===== src/rtl/sopc_2_watchdog_kicker.sv =====
// Autonomous Avalon-MM master for the SOPC watchdog: starts it, then periodically
// reloads it on application heartbeat, polls status and clears any timeout.
module sopc_2_watchdog_kicker #(
  parameter int KICK_PERIOD = 2500000,
  parameter bit IRQ_EN      = 1'b1
) (
  input  logic        clk,
  input  logic        reset,
  input  logic        enable,
  input  logic        heartbeat,
  output logic [2:0]  address,
  output logic        chipselect,
  output logic        write_n,
  output logic [15:0] writedata,
  input  logic [15:0] readdata,
  output logic [15:0] kick_count,
  output logic [7:0]  timeout_count,
  output logic        timeout_seen,
  output logic        missed_kick,
  output logic        busy,
  output logic [2:0]  dbg_state
);

  typedef enum logic [2:0] {
    IDLE    = 3'd0,
    START   = 3'd1,
    WAIT    = 3'd2,
    KICK    = 3'd3,
    RD_ADDR = 3'd4,
    RD_CAP  = 3'd5,
    CLEAR   = 3'd6
  } state_t;

  localparam int CW = (KICK_PERIOD > 2) ? $clog2(KICK_PERIOD) : 1;
  localparam logic [CW-1:0] RELOAD     = CW'(KICK_PERIOD - 1);
  localparam logic [15:0]   START_WORD = {13'd0, 1'b1, 1'b0, IRQ_EN};

  state_t         state_q;
  logic [CW-1:0]  cnt_q;
  logic           hb_q;
  logic [2:0]     address_q;
  logic           chipselect_q;
  logic           write_n_q;
  logic [15:0]    writedata_q;
  logic [15:0]    kick_count_q;
  logic [7:0]     timeout_count_q;
  logic           timeout_seen_q;
  logic           missed_kick_q;
  logic           busy_q;

  // Only the running/timeout status bits matter to the sequencer.
  logic unused_rd;
  assign unused_rd = ^readdata[15:2];

  // Bus protocol: the slave has no waitrequest, so every access is a one-cycle
  // chipselect strobe (write_n=0 write, write_n=1 read); read data is returned
  // by the slave one cycle later while address is held at 0.
  // Bus outputs are registered for the state being entered, so they are valid
  // for exactly the cycle spent in that state.
  always_ff @(posedge clk) begin
    if (reset) begin
      state_q         <= IDLE;
      cnt_q           <= '0;
      hb_q            <= 1'b0;
      address_q       <= 3'd0;
      chipselect_q    <= 1'b0;
      write_n_q       <= 1'b1;
      writedata_q     <= 16'd0;
      kick_count_q    <= 16'd0;
      timeout_count_q <= 8'd0;
      timeout_seen_q  <= 1'b0;
      missed_kick_q   <= 1'b0;
      busy_q          <= 1'b0;
    end else begin
      chipselect_q  <= 1'b0;
      write_n_q     <= 1'b1;
      address_q     <= 3'd0;
      writedata_q   <= 16'd0;
      missed_kick_q <= 1'b0;
      hb_q          <= hb_q | heartbeat;
      case (state_q)
        IDLE: begin
          if (enable) begin
            state_q      <= START;
            busy_q       <= 1'b1;
            chipselect_q <= 1'b1;
            write_n_q    <= 1'b0;
            address_q    <= 3'd1;
            writedata_q  <= START_WORD;
          end
        end
        START: begin
          cnt_q   <= RELOAD;
          state_q <= WAIT;
        end
        WAIT: begin
          if (!enable) begin
            state_q <= IDLE;
            busy_q  <= 1'b0;
          end else if (cnt_q == '0) begin
            state_q <= KICK;
            if (hb_q || heartbeat) begin
              chipselect_q <= 1'b1;
              write_n_q    <= 1'b0;
              address_q    <= 3'd2;
              kick_count_q <= kick_count_q + 16'd1;
            end else begin
              missed_kick_q <= 1'b1;
            end
          end else begin
            cnt_q <= cnt_q - 1'b1;
          end
        end
        KICK: begin
          // Flag is consumed here; a heartbeat in this same cycle re-arms it.
          hb_q         <= heartbeat;
          state_q      <= RD_ADDR;
          chipselect_q <= 1'b1;
        end
        RD_ADDR: begin
          state_q <= RD_CAP;
        end
        RD_CAP: begin
          if (!readdata[1]) begin
            state_q      <= START;
            chipselect_q <= 1'b1;
            write_n_q    <= 1'b0;
            address_q    <= 3'd1;
            writedata_q  <= START_WORD;
          end else if (readdata[0]) begin
            state_q        <= CLEAR;
            chipselect_q   <= 1'b1;
            write_n_q      <= 1'b0;
            timeout_seen_q <= 1'b1;
            if (timeout_count_q != 8'hFF) timeout_count_q <= timeout_count_q + 8'd1;
          end else begin
            cnt_q   <= RELOAD;
            state_q <= WAIT;
          end
        end
        CLEAR: begin
          cnt_q   <= RELOAD;
          state_q <= WAIT;
        end
        default: begin
          state_q <= IDLE;
          busy_q  <= 1'b0;
        end
      endcase
    end
  end

  assign address       = address_q;
  assign chipselect    = chipselect_q;
  assign write_n       = write_n_q;
  assign writedata     = writedata_q;
  assign kick_count    = kick_count_q;
  assign timeout_count = timeout_count_q;
  assign timeout_seen  = timeout_seen_q;
  assign missed_kick   = missed_kick_q;
  assign busy          = busy_q;
  assign dbg_state     = state_q;

endmodule


===== config.mk =====
export PLATFORM = sky130hd
export DESIGN_NAME = sopc_2_watchdog_kicker
export DESIGN_NICKNAME = d
export VERILOG_FILES = /design/src/rtl/sopc_2_watchdog_kicker.sv
export SDC_FILE = /design/constraint.sdc
export NUM_CORES = 1
export LEC_CHECK = 0
export ABC_AREA = 1
export CAP_MARGIN = 20
export CELL_PAD_IN_SITES_DETAIL_PLACEMENT = 1
export CELL_PAD_IN_SITES_GLOBAL_PLACEMENT = 1
export CORE_AREA = 2 2 111 113
export CTS_CLUSTER_SIZE = 8
export DETAILED_ROUTE_END_ITERATION = 10
export DIE_AREA = 0 0 113 115
export GPL_TIMING_DRIVEN = 0
export PLACE_DENSITY_LB_ADDON = 0.15
export REMOVE_ABC_BUFFERS = 1
export SYNTH_ARGS = -nofsm -noshare
export SYNTH_HDL_FRONTEND = slang
export SYNTH_SLANG_ARGS = --single-unit

===== constraint.sdc =====
create_clock -name clk -period 1.91 [get_ports clk]
set_input_delay 0.2865 -clock clk [delete_from_list [all_inputs] [get_ports clk]]
set_output_delay 0.2865 -clock clk [all_outputs]
set_load 0.03 [all_outputs]

==> results by stage <==
Synth:
- The area share of and/or/nand/nor cells after synthesis is 0.405.
- Synthesis produced 526 cells.
- Of the post-synthesis cell area, the dominant cell type holds 0.333.
- The total number of yosys warnings is 0.
- Sorting the synthesized cells by area gives the leading types as dfxtp_1, nand2_1, nor2_1.
- After synthesis, the largest family of logic cells by area is simple AND/OR/NAND/NOR gates.
- A synthesized cell averages 6.62 µm².
- Counting flops and latches in the post-synthesis netlist gives 58.
- The sequential cell area fraction in the yosys report is 0.333.
- The mapped netlist covers about 3500 µm².
- After synthesis, the share of cell area in mux cells is 0.
- In this run, distinct cell masters in the synthesized netlist total 36.
- The synthesized-area fraction occupied by xor and xnor cells is 0.0402.
- Of the total synthesized cell area, the portion taken by full adders, half adders and majority gates is 0.0108.
- Of all cell types, the one taking the most synthesized area is dfxtp_1.
- The post-synthesis compound-gate area fraction came to 0.0966.

STA:
- The max-slew violation count is 0.
- Across the routed clock network, the largest skew measured is about 0.0065 ns.
- The count of final hold-check violations is 0.
- In the final timing run, aggregate negative setup slack is 0 ns.
- Setup violations remaining at the end of the flow were counted as 0.
- The share of the clock period used by the worst path after layout is 0.945.
- Setup repair after global routing left no endpoint under its margin.
- The time the final worst path needs with I/O delays and setup is approximately 1.8 ns.
- On the final layout, the worst hold slack is ~0.34 ns.
- Derived from the worst setup path, the maximum achievable clock frequency is ~550 MHz.

Die:
- The area inside the core boundary is between 10,000 and 15,000 µm².
- The starting utilization of the core area is 0.295.
- The die boundary height is about 120 µm.
- During I/O placement, the number of pins put on the boundary was 71.
- The number of placement rows is 40.
- The overall die area is 13,000 µm².
- Measured along the x axis, the die boundary spans 113 µm.

CTS:
- Clock-pin slew was measured on the worst setup and hold paths at around 0.05 ns.
- The root buffer cell is clkbuf_16.
- The insertion delay of the later-clocked pin in the worst-skew pair is around 0.33 ns.
- TritonCTS built the clock tree.
- Counting the buffers created by CTS gives 9.
- The count of H-tree levels built during CTS is 3.
- The number of buffers inserted for hold repair after clock tree synthesis is 0.
- The clock drives between 50 and 60 sinks.
- The clock passes through at most 2 buffers.

Power and ir drop:
- In this run the power density over the cells is 1530 nW/µm².
- The final total power is roughly 6.8 mW.
- VDD sags by at most just over 0.5 mV.
- The leakage power is 1.82 nW.

Global routing:
- Across every metal layer, demand over resource in global routing totals 0.164.
- Global routing finished with a remaining overflow of 0.
- The initial antenna violation count is 0.
- The pin count of the biggest net entering global routing is 34.
- The number of global-route vias before repair is ~3,500.
- The first global-routing pass estimated 17,100 µm of wire.

Route:
- Summing over every cut layer, the via total after detailed routing is around 3,500.
- The detailed-router iteration count before antenna repair is 7.
- For this block, the routed nets add up to between 10,000 and 15,000 µm of wire.
- The per-cell via count in the routed design is roughly 4.8.
- The first routing iteration left around 130 violations.
- The routed wirelength normalized by instance count is approximately 14 µm.
- After detailed routing, the number of remaining DRC violations is 3.
- The detail route stage leaves a number of antenna-violating nets equal to 0.

Worst setup path:
- At the worst endpoint, the required time is approximately 1.6 ns.
- The cell family with the largest share of critical-path delay is buffers and inverters.
- STA puts the critical path data arrival time at 1.52 ns.
- Of all nets on the critical path, the largest fanout is 7.
- The number of buffers and inverters on the critical path is 1.
- The endpoint kind of the worst setup timing path is an output port.
- The category of the worst setup path launch point is a flop.
- The standard cell with the maximum stage delay on the critical path is clkdlybuf4s50_1.
- Traced cell by cell, the critical path runs through clkdlybuf4s50_1.
- The largest stage delay on the critical path is approximately 0.73 ns.
- The class of the most critical setup path is reg2out.

Placement:
- The routability congestion estimate is just over 0.8.
- In this run, placement finished with an instance count of 700.
- Summed over all nets, the half-perimeter wirelength after detailed placement is roughly 7000 µm.
- Input and output buffers added on the ports amount to 41.
- Once placement finished, the instance area stood at about 4000 µm².

Status:
- The run finished, with violations left.
- The final reports fail on DRC.

Layout:
- The net count of the finished layout is 602.
- In the final layout, flip-flops and latches occupy 1160 µm².
- 0 antenna diodes ended up in the layout.
- After routing the design area is 4420 µm².
- The relative area change from synthesis to final layout is 26.9%.
- The share of layout cells above drive strength 1 is 0.115.
- The fill cell instance count of the final layout is 1,513.
- The multi-input combinational cells in the finished layout cover a total of 2050 µm².
- After the flow finishes, the layout carries non-filler instances totaling 729.

Run:
- Across the run, the number of max-cap violations was 0.

Worst hold path:
- The type of the tightest min-delay check is in2reg.
[flip-flops by register name, summed over array words and instances, names as in the netlist]
name           flops
timeout_seen       1
dbg_state          3
address            2
kick_count        16
busy               1
cnt_q             22
timeout_count      8
write_n            1
missed_kick        1
hb_q               1
chipselect         1
writedata          1
[placed cells by master, fill, tap and decap left out, types with 3 or more instances in the layout]
cell / Yosys / final
nand4_1: 16 / 16
conb_1: 1 / 15
o21ai_0: 13 / 13
nor3_2: 1 / 3
xor2_1: 12 / 12
nor4_1: 4 / 4
xnor2_1: 4 / 4
nor2_4: 4 / 5
inv_1: 51 / 50
nor3_1: 9 / 7
a21oi_2: 6 / 7
clkbuf_16: 0 / 9
buf_4: 18 / 14
nand2_2: 5 / 4
dfxtp_1: 58 / 57
clkdlybuf4s50_1: 0 / 40
nand2_1: 137 / 136
nand3_1: 47 / 47
nand2_4: 3 / 4
a21oi_1: 38 / 37
nor2_1: 67 / 66
[Yosys cell counts (all sizes together)]
cell / n
nand2: 145
nor2: 75
dfxtp: 58
inv: 52
nand3: 49
a21oi: 44
buf: 22
nand4: 16
o21ai: 13
xor2: 12
nor3: 10
clkbuf: 7
nor4: 4
xnor2: 4
ha: 3
or2: 3
nand3b: 2
o21a: 2
a31oi: 1
clkinv: 1
conb: 1
nor3b: 1
o31ai: 1
[power by group]
group | switching, mW | internal [mW] | total (mW) | leakage, nW
logic | 2.24 | 1.31 | 3.54 | 1.20
registers | 0.219 | 1.40 | 1.62 | 0.472
clock network | 0.562 | 1.06 | 1.62 | 0.147
[final timing paths]
kind / startpoint / to / slack, ns / cells past startpoint
worst min-delay path: reset / hb_q / 0.34 / 2
worst max-delay path: dbg_state[0] / dbg_state[0] / 0.11 / 1
worst max register to register: cnt_q[0] / cnt_q[0] / 0.16 / 11
worst min register to register: hb_q / hb_q / 0.49 / 2
[final cells by class]
| type | instances | share of cell area |
|---|---|---|
| Multi-Input combinational cell | 401 | 0.463 |
| Sequential cell | 58 | 0.263 |
| Timing Repair Buffer | 56 | 0.120 |
| Clock buffer | 11 | 0.0572 |
| Inverter | 53 | 0.0459 |
| Tap cell | 147 | 0.0416 |
| Clock inverter | 3 | 0.00906 |
[worst reg2reg max path, stage by stage, from the launching register on]
cell and delay (ns):
dfxtp_1 0.29, inv_1 0.10, ha_2 0.24, nand2_2 0.15, nor2_8 0.15, nand3_4 0.13, nand2_4 0.11, nand2_4 0.12
nand2_8 0.16, nand2_1 0.06, o21ai_0 0.07, nor2_1 0.05
[logic make-up after synthesis]
family	after synthesis
AO/OA/AOI/OAI	61
AND/OR/NAND/NOR	305
XOR/XNOR	16
adder cells (fa/ha/maj)	3
other	1
buffers and inverters	82
flip-flops	58
[routing by layer]
metal | track usage | routed length, µm | part of all wire
met5 | 0 | 0 | 0
met1 | 0.218 | 5040 | 0.50
met3 | 0.0285 | 252 | 0.025
met2 | 0.261 | 4540 | 0.45
met4 | 0.0748 | 225 | 0.022
[through the flow]
stage	setup slack, ns	util
CTS	0.00155	0.368
global placement	-1.89	0.333
floorplan	0.0159	-
detailed placement	-0.541	0.335
global route	0.0148	0.374
finish	0.105	0.374
[repair_timing]
| action | CTS | global route |
|---|---|---|
| setup endpoints to repair | 40 | 39 |
| pin swaps | 2 | 3 |
| setup buffers | 9 | 5 |
| gates cloned | 0 | 1 |
| resized for setup | 6 | 7 |
Note: power is estimated with default switching activity, not from simulation.
==> patch 1, RTL diff (same settings) <==
Set the parameter `KICK_PERIOD` to 5000000 (it was 2500000).
--- a/src/rtl/sopc_2_watchdog_kicker.sv
+++ b/src/rtl/sopc_2_watchdog_kicker.sv
@@ -1,7 +1,7 @@
 // Autonomous Avalon-MM master for the SOPC watchdog: starts it, then periodically
 // reloads it on application heartbeat, polls status and clears any timeout.
 module sopc_2_watchdog_kicker #(
-  parameter int KICK_PERIOD = 2500000,
+  parameter int KICK_PERIOD = 5000000,
   parameter bit IRQ_EN      = 1'b1
 ) (
   input  logic        clk,
Check against the original RTL: same outputs for any inputs over 10 cycles, from zero or initial values and one cycle with reset high; that may be too few to reach the edited logic, so the function may still have changed.
==> patch 1 against the original RTL <==
  * The run still ends with DRC left
  * Sequential cell count is 1 higher
  * Wire length is 7.1% higher
  * Cell area is 3.0% higher
  * Area after synthesis is 4.2% higher
  * Maximum frequency is 0.21% lower
  * Register-to-register slack worse by 0.02 ns
  * Total power is 2.6% higher
  * Setup slack worse by 0.0038 ns
==> patch 1: results (changes against the original RTL) <==
[finish]
largest_reg_flops=23  ; +4.5%
nets=610  ; +1.3%
drive_above_1_share_pct=12.8  ; +1.3 points
diodes=0  ; unchanged
fillers=1483  ; -2.0%

[grt]
grt_start_max_net_pins=36  ; +5.9%
grt_use_total_pct=17.4  ; +0.98 points
grt_pass1_wl_um=17900  ; +4.7%
antenna_found_initial=0  ; unchanged

[route]
ant_nets=0  ; unchanged
vias=3617  ; +2.7%
drc=5  ; +2
wl_per_cell_um=14.6  ; +5.7%
drtIter0Drc=131  ; -2.2%
drtPass1Iterations=7  ; unchanged
wirelength_um=10800  ; +7.1%

[pwr]
peakVddDrop_mv=0.545  ; +6.3%
leakage_nw=1.84  ; +0.98%

[cts]
clock-root-buffer=clkbuf_16
clock_latency_ns=0.34

[logic_synthesis]
ys_seq_area_share_pct=32.5  ; -0.79 points
synth_top_cells_by_area=dfxtp_1 (33%), nand2_1 (13%), nor2_1 (8.1%)
synth.distinct_cells=39  ; +8.3%
syn_inst=539  ; +2.5%
synth_commonest_cells=nand2_1 (129), nor2_1 (78), dfxtp_1 (59)
ys_warn_count=0  ; unchanged

[sta]
finClkSkew_ns=0.00976  ; +0.00326 ns

[placed_design]
dp.cells=712  ; +1.7%
dp_hpwl_um=7270  ; +4.2%
finalWeightedCongestion=0.767  ; -5.2%

[critical_path]
r2r_slack_ns=0.14  ; -0.02 ns
cp.arrival_ns=1.52  ; about the same
path_delay_family=buffers and inverters
crit_fanout=6  ; -1

[hold_path]
hold_class=input port to register

[run_status]
status=finished with violations
violations=DRC

## patch 1: cell count changes after synthesis, moves of 5 or more
cell,before,now
nand4_1,16,11
nor2_1,67,78
inv_1,51,46
nand3_1,47,54
nand2_1,137,129
nor2_2,2,7
a21oi_1,38,43
## patch 1: kinds of logic after synthesis
family,synth area share (%)
adders and majority gates,1.03
and+or+nand+nor,40.5
AOI/OAI and AO/OA,10.3
buffers and inverters,11.6
other,0.103
xor gates and xnor gates,3.86
DFF,32.5
## patch 1: timing repair
action,in CTS,in global routing
buffers inserted,6,3
pin swaps,4,5
cloned,2,0
endpoints found under the setup margin,42,41
gates resized for setup,6,5
## patch 1: routing by layer
metal / up-vias / part of all wire (%) / global-route usage [%]
met2: 53 / 46 / 28.5
li1: 1807 / - / -
met1: 1746 / 49 / 23.0
met3: 11 / 2.8 / 3.22
met5: - / 0 / 0
met4: 0 / 1.6 / 6.18
## patch 1: final timing paths
kind              depth (start not counted)     startpoint             to
setup / recovery                          1  kick_count[6]  kick_count[6]
hold reg to reg                           2   timeout_seen   timeout_seen
hold / removal                            2          reset      cnt_q[21]
setup reg to reg                          9      cnt_q[12]       cnt_q[2]
## patch 1: stage by stage
stage	hold slack [ns]	utilization (%)	worst slack (ns)	instance area, sq um
after CTS	0.322	38.1	0.0132	4500
final	0.318	38.5	0.101	4550
after global routing	0.342	38.5	0.00401	4550
after global placement	0.464	34.3	-1.56	4050
after floorplan	0.349	-	0.175	3450
after detailed placement	0.477	34.4	-0.377	4060
## patch 1: where the power goes
part           internal (mW)  switching [mW]  total, mW
Sequential              1.41           0.219       1.63
Combinational           1.24            2.26       3.50
Clock                   1.21           0.613       1.82
Total                   3.87            3.09       6.96
## patch 1: cell type report
| type | count | area (sq um) | area share (%) |
|---|---|---|---|
| clock buffers | 12 | 256 | 5.63 |
| clock inverters | 4 | 72.6 | 1.59 |
| inverters | 51 | 194 | 4.26 |
| multi-input cells | 415 | 2130 | 46.8 |
| flip-flops and latches | 59 | 1180 | 26.0 |
| well taps | 147 | 184 | 4.04 |
| repair buffers | 51 | 531 | 11.7 |
==> patch 2, RTL diff (same settings) <==
Without the edit above. Reset style: asynchronous (`reset`), changed in one clocked block.
--- a/src/rtl/sopc_2_watchdog_kicker.sv
+++ b/src/rtl/sopc_2_watchdog_kicker.sv
@@ -57,7 +57,7 @@
   // by the slave one cycle later while address is held at 0.
   // Bus outputs are registered for the state being entered, so they are valid
   // for exactly the cycle spent in that state.
-  always_ff @(posedge clk) begin
+  always_ff @(posedge clk or posedge reset) begin
     if (reset) begin
       state_q         <= IDLE;
       cnt_q           <= '0;
Check against the original RTL: differs if reset is asserted again (counterexample within 4 cycles, from zero or initial values and one cycle with reset high); with reset held inactive, the same outputs for 10 cycles.
==> patch 2 against the original RTL <==
  * The flow still finishes with violations (DRC)
  * Non-clock buffer count decreased by 5
  * Area after synthesis increased by 1.6%
  * Wire length decreased by 4.6%
  * Cell area increased by 2.9%
  * Clock power increased by 8%
  * Via count decreased by 8.9%
  * Synthesized cell count decreased by 7.2%
  * Total power increased by 9.2%
  * Setup slack got worse by 0.018 ns
  * Sequential cell count unchanged
  * Critical path type unchanged
  * Critical endpoint is now kick_count[7]
  * Largest cell class unchanged
  * Highest routed layer unchanged
==> patch 2: results (changes against the original RTL) <==
[logic_synthesis]
synthArstFlopShare_pct=100  ; +100 points
synth.distinct_cells=30  ; -17%
synth_commonest_cells=nand2_1 (158), nor2_1 (71), dfrtp_1 (57)
ys_warn_count=0  ; unchanged
ys_seq_area_share_pct=41.0  ; +7.7 points
synth-main-ff-cell=dfrtp_1
synth_top_cells_by_area=dfrtp_1 (40%), nand2_1 (17%), nor2_1 (7.5%)

[finish]
drive_above_1_share_pct=12.7  ; +1.1 points
diodes=0  ; unchanged
nets=563  ; -6.5%
regMostFlops=cnt_q
fillers=1456  ; -3.8%
largest_reg_flops=22  ; unchanged

[critical_path]
reg2reg_depth=11  ; unchanged
path_delay_family=buffers and inverters
max_stage_delay_ns=0.72
crit_fanout=7  ; unchanged
r2r_slack_ns=0.09  ; -0.07 ns
cp.arrival_ns=1.54  ; +0.02 ns
r2r_end=cnt_q[18]
crit-reg2reg-launch=cnt_q[0]
crit_path_top_delay_cell=clkdlybuf4s50_1

[grt]
grt_pass1_wl_um=16100  ; -6.1%
antenna_found_initial=0  ; unchanged
grt_pass1_vias=3242  ; -7.4%
grt_start_max_net_pins=33  ; -2.9%
grt_use_total_pct=15.5  ; -0.84 points

[sta]
tightest_slew_ns=0.650
finClkSkew_ns=0.00491  ; -0.00159 ns

[pwr]
peakVddDrop_mv=0.778  ; +52%
leakage_nw=2.18  ; +20%

[route]
drc=3  ; unchanged
wirelength_um=9590  ; -4.6%
drtPass1Iterations=7  ; unchanged
drtIter0Drc=115  ; -14%
via_per_inst=4.64  ; -4.0%

[cts]
clock_latency_ns=0.33  ; about the same
cts_max_level=3  ; unchanged
clock-root-buffer=clkbuf_16

[placed_design]
dp_hpwl_um=6590  ; -5.5%
finalWeightedCongestion=0.769  ; -5.0%

[hold_path]
hold_class=input port to asynchronous set/reset pin

[run_status]
status=finished with violations
violations=DRC

## patch 2: power by group
group          internal [mW]  switching (mW)
Sequential              1.60           0.430
Clock                   1.14           0.612
Combinational           1.36            2.26
## patch 2: layer usage
metal  part of all wire (%)  up-vias  GRT usage (%)
met5                      0        -              0
met4                    1.9        0           7.32
met3                    2.4       10           1.90
met2                     47       44           25.3
met1                     48     1551           20.7
li1                       -     1605              -
## patch 2: area by class of cell
class	instances	area (sq um)	area share, %
timing repair buffer	51	541	11.9
multi-input combinational	376	1880	41.3
clock inverter	7	93.8	2.06
tap	147	184	4.04
sequential	58	1450	31.9
clock buffer	9	225	4.95
inverter	44	174	3.82
## patch 2: worst max-delay path by stage
| stage | slack [ns] | startpoint | cells after the start | end |
|---|---|---|---|---|
| after floorplan | -0.18 | dbg_state[1] | 9 | cnt_q[10] |
| after global placement | -1.14 | reset | 2 | timeout_count[4] |
| after detailed placement | -0.82 | dbg_state[1] | 9 | cnt_q[14] |
| after CTS | 0.02 | dbg_state[0] | 1 | dbg_state[0] |
| after global routing | -0.04 | cnt_q[0] | 11 | cnt_q[3] |
| final | 0.09 | kick_count[7] | 1 | kick_count[7] |
## patch 2: stage by stage
stage          utilization (%)  instance area (sq um)  hold slack, ns  std cells  worst slack [ns]
2_1_floorplan                -                   3400           0.394        477            -0.175
3_3_place_gp              33.8                   4000           0.461        665             -1.14
3_5_place_dp              34.0                   4020           0.469        666            -0.819
4_1_cts                   37.9                   4480           0.403        690            0.0203
5_1_grt                   38.5                   4550           0.467        692           -0.0367
6_report                  38.5                   4550           0.374        692            0.0868
## patch 2: worst register-to-register path, stage by stage (launching register included)
cell     delay [ns]
dfrtp_1        0.38
inv_1          0.13
ha_4           0.20
nand2_2        0.11
nor2_2         0.14
nand3_2        0.13
nand2_1        0.10
nand2_2        0.15
nand2_8        0.16
inv_6          0.09
nand2_1        0.08
nand2_1        0.05
## patch 2: cell families after synthesis
group,after synthesis,share of synthesized area (%)
adder cells (fa/ha/maj),3,1.06
flip-flops,58,41.0
buffers and inverters,69,10.1
other,1,0.106
AND/OR/NAND/NOR,307,37.0
XOR/XNOR,28,6.93
AO/OA/AOI/OAI,22,3.78
## patch 2: repair_timing
action,in CTS,in global routing
cloned,1,0
hold endpoints to repair,0,0
pin swaps,3,1
setup endpoints to repair,35,27
hold buffers,0,0
gates resized for setup,13,9
buffers inserted,7,2
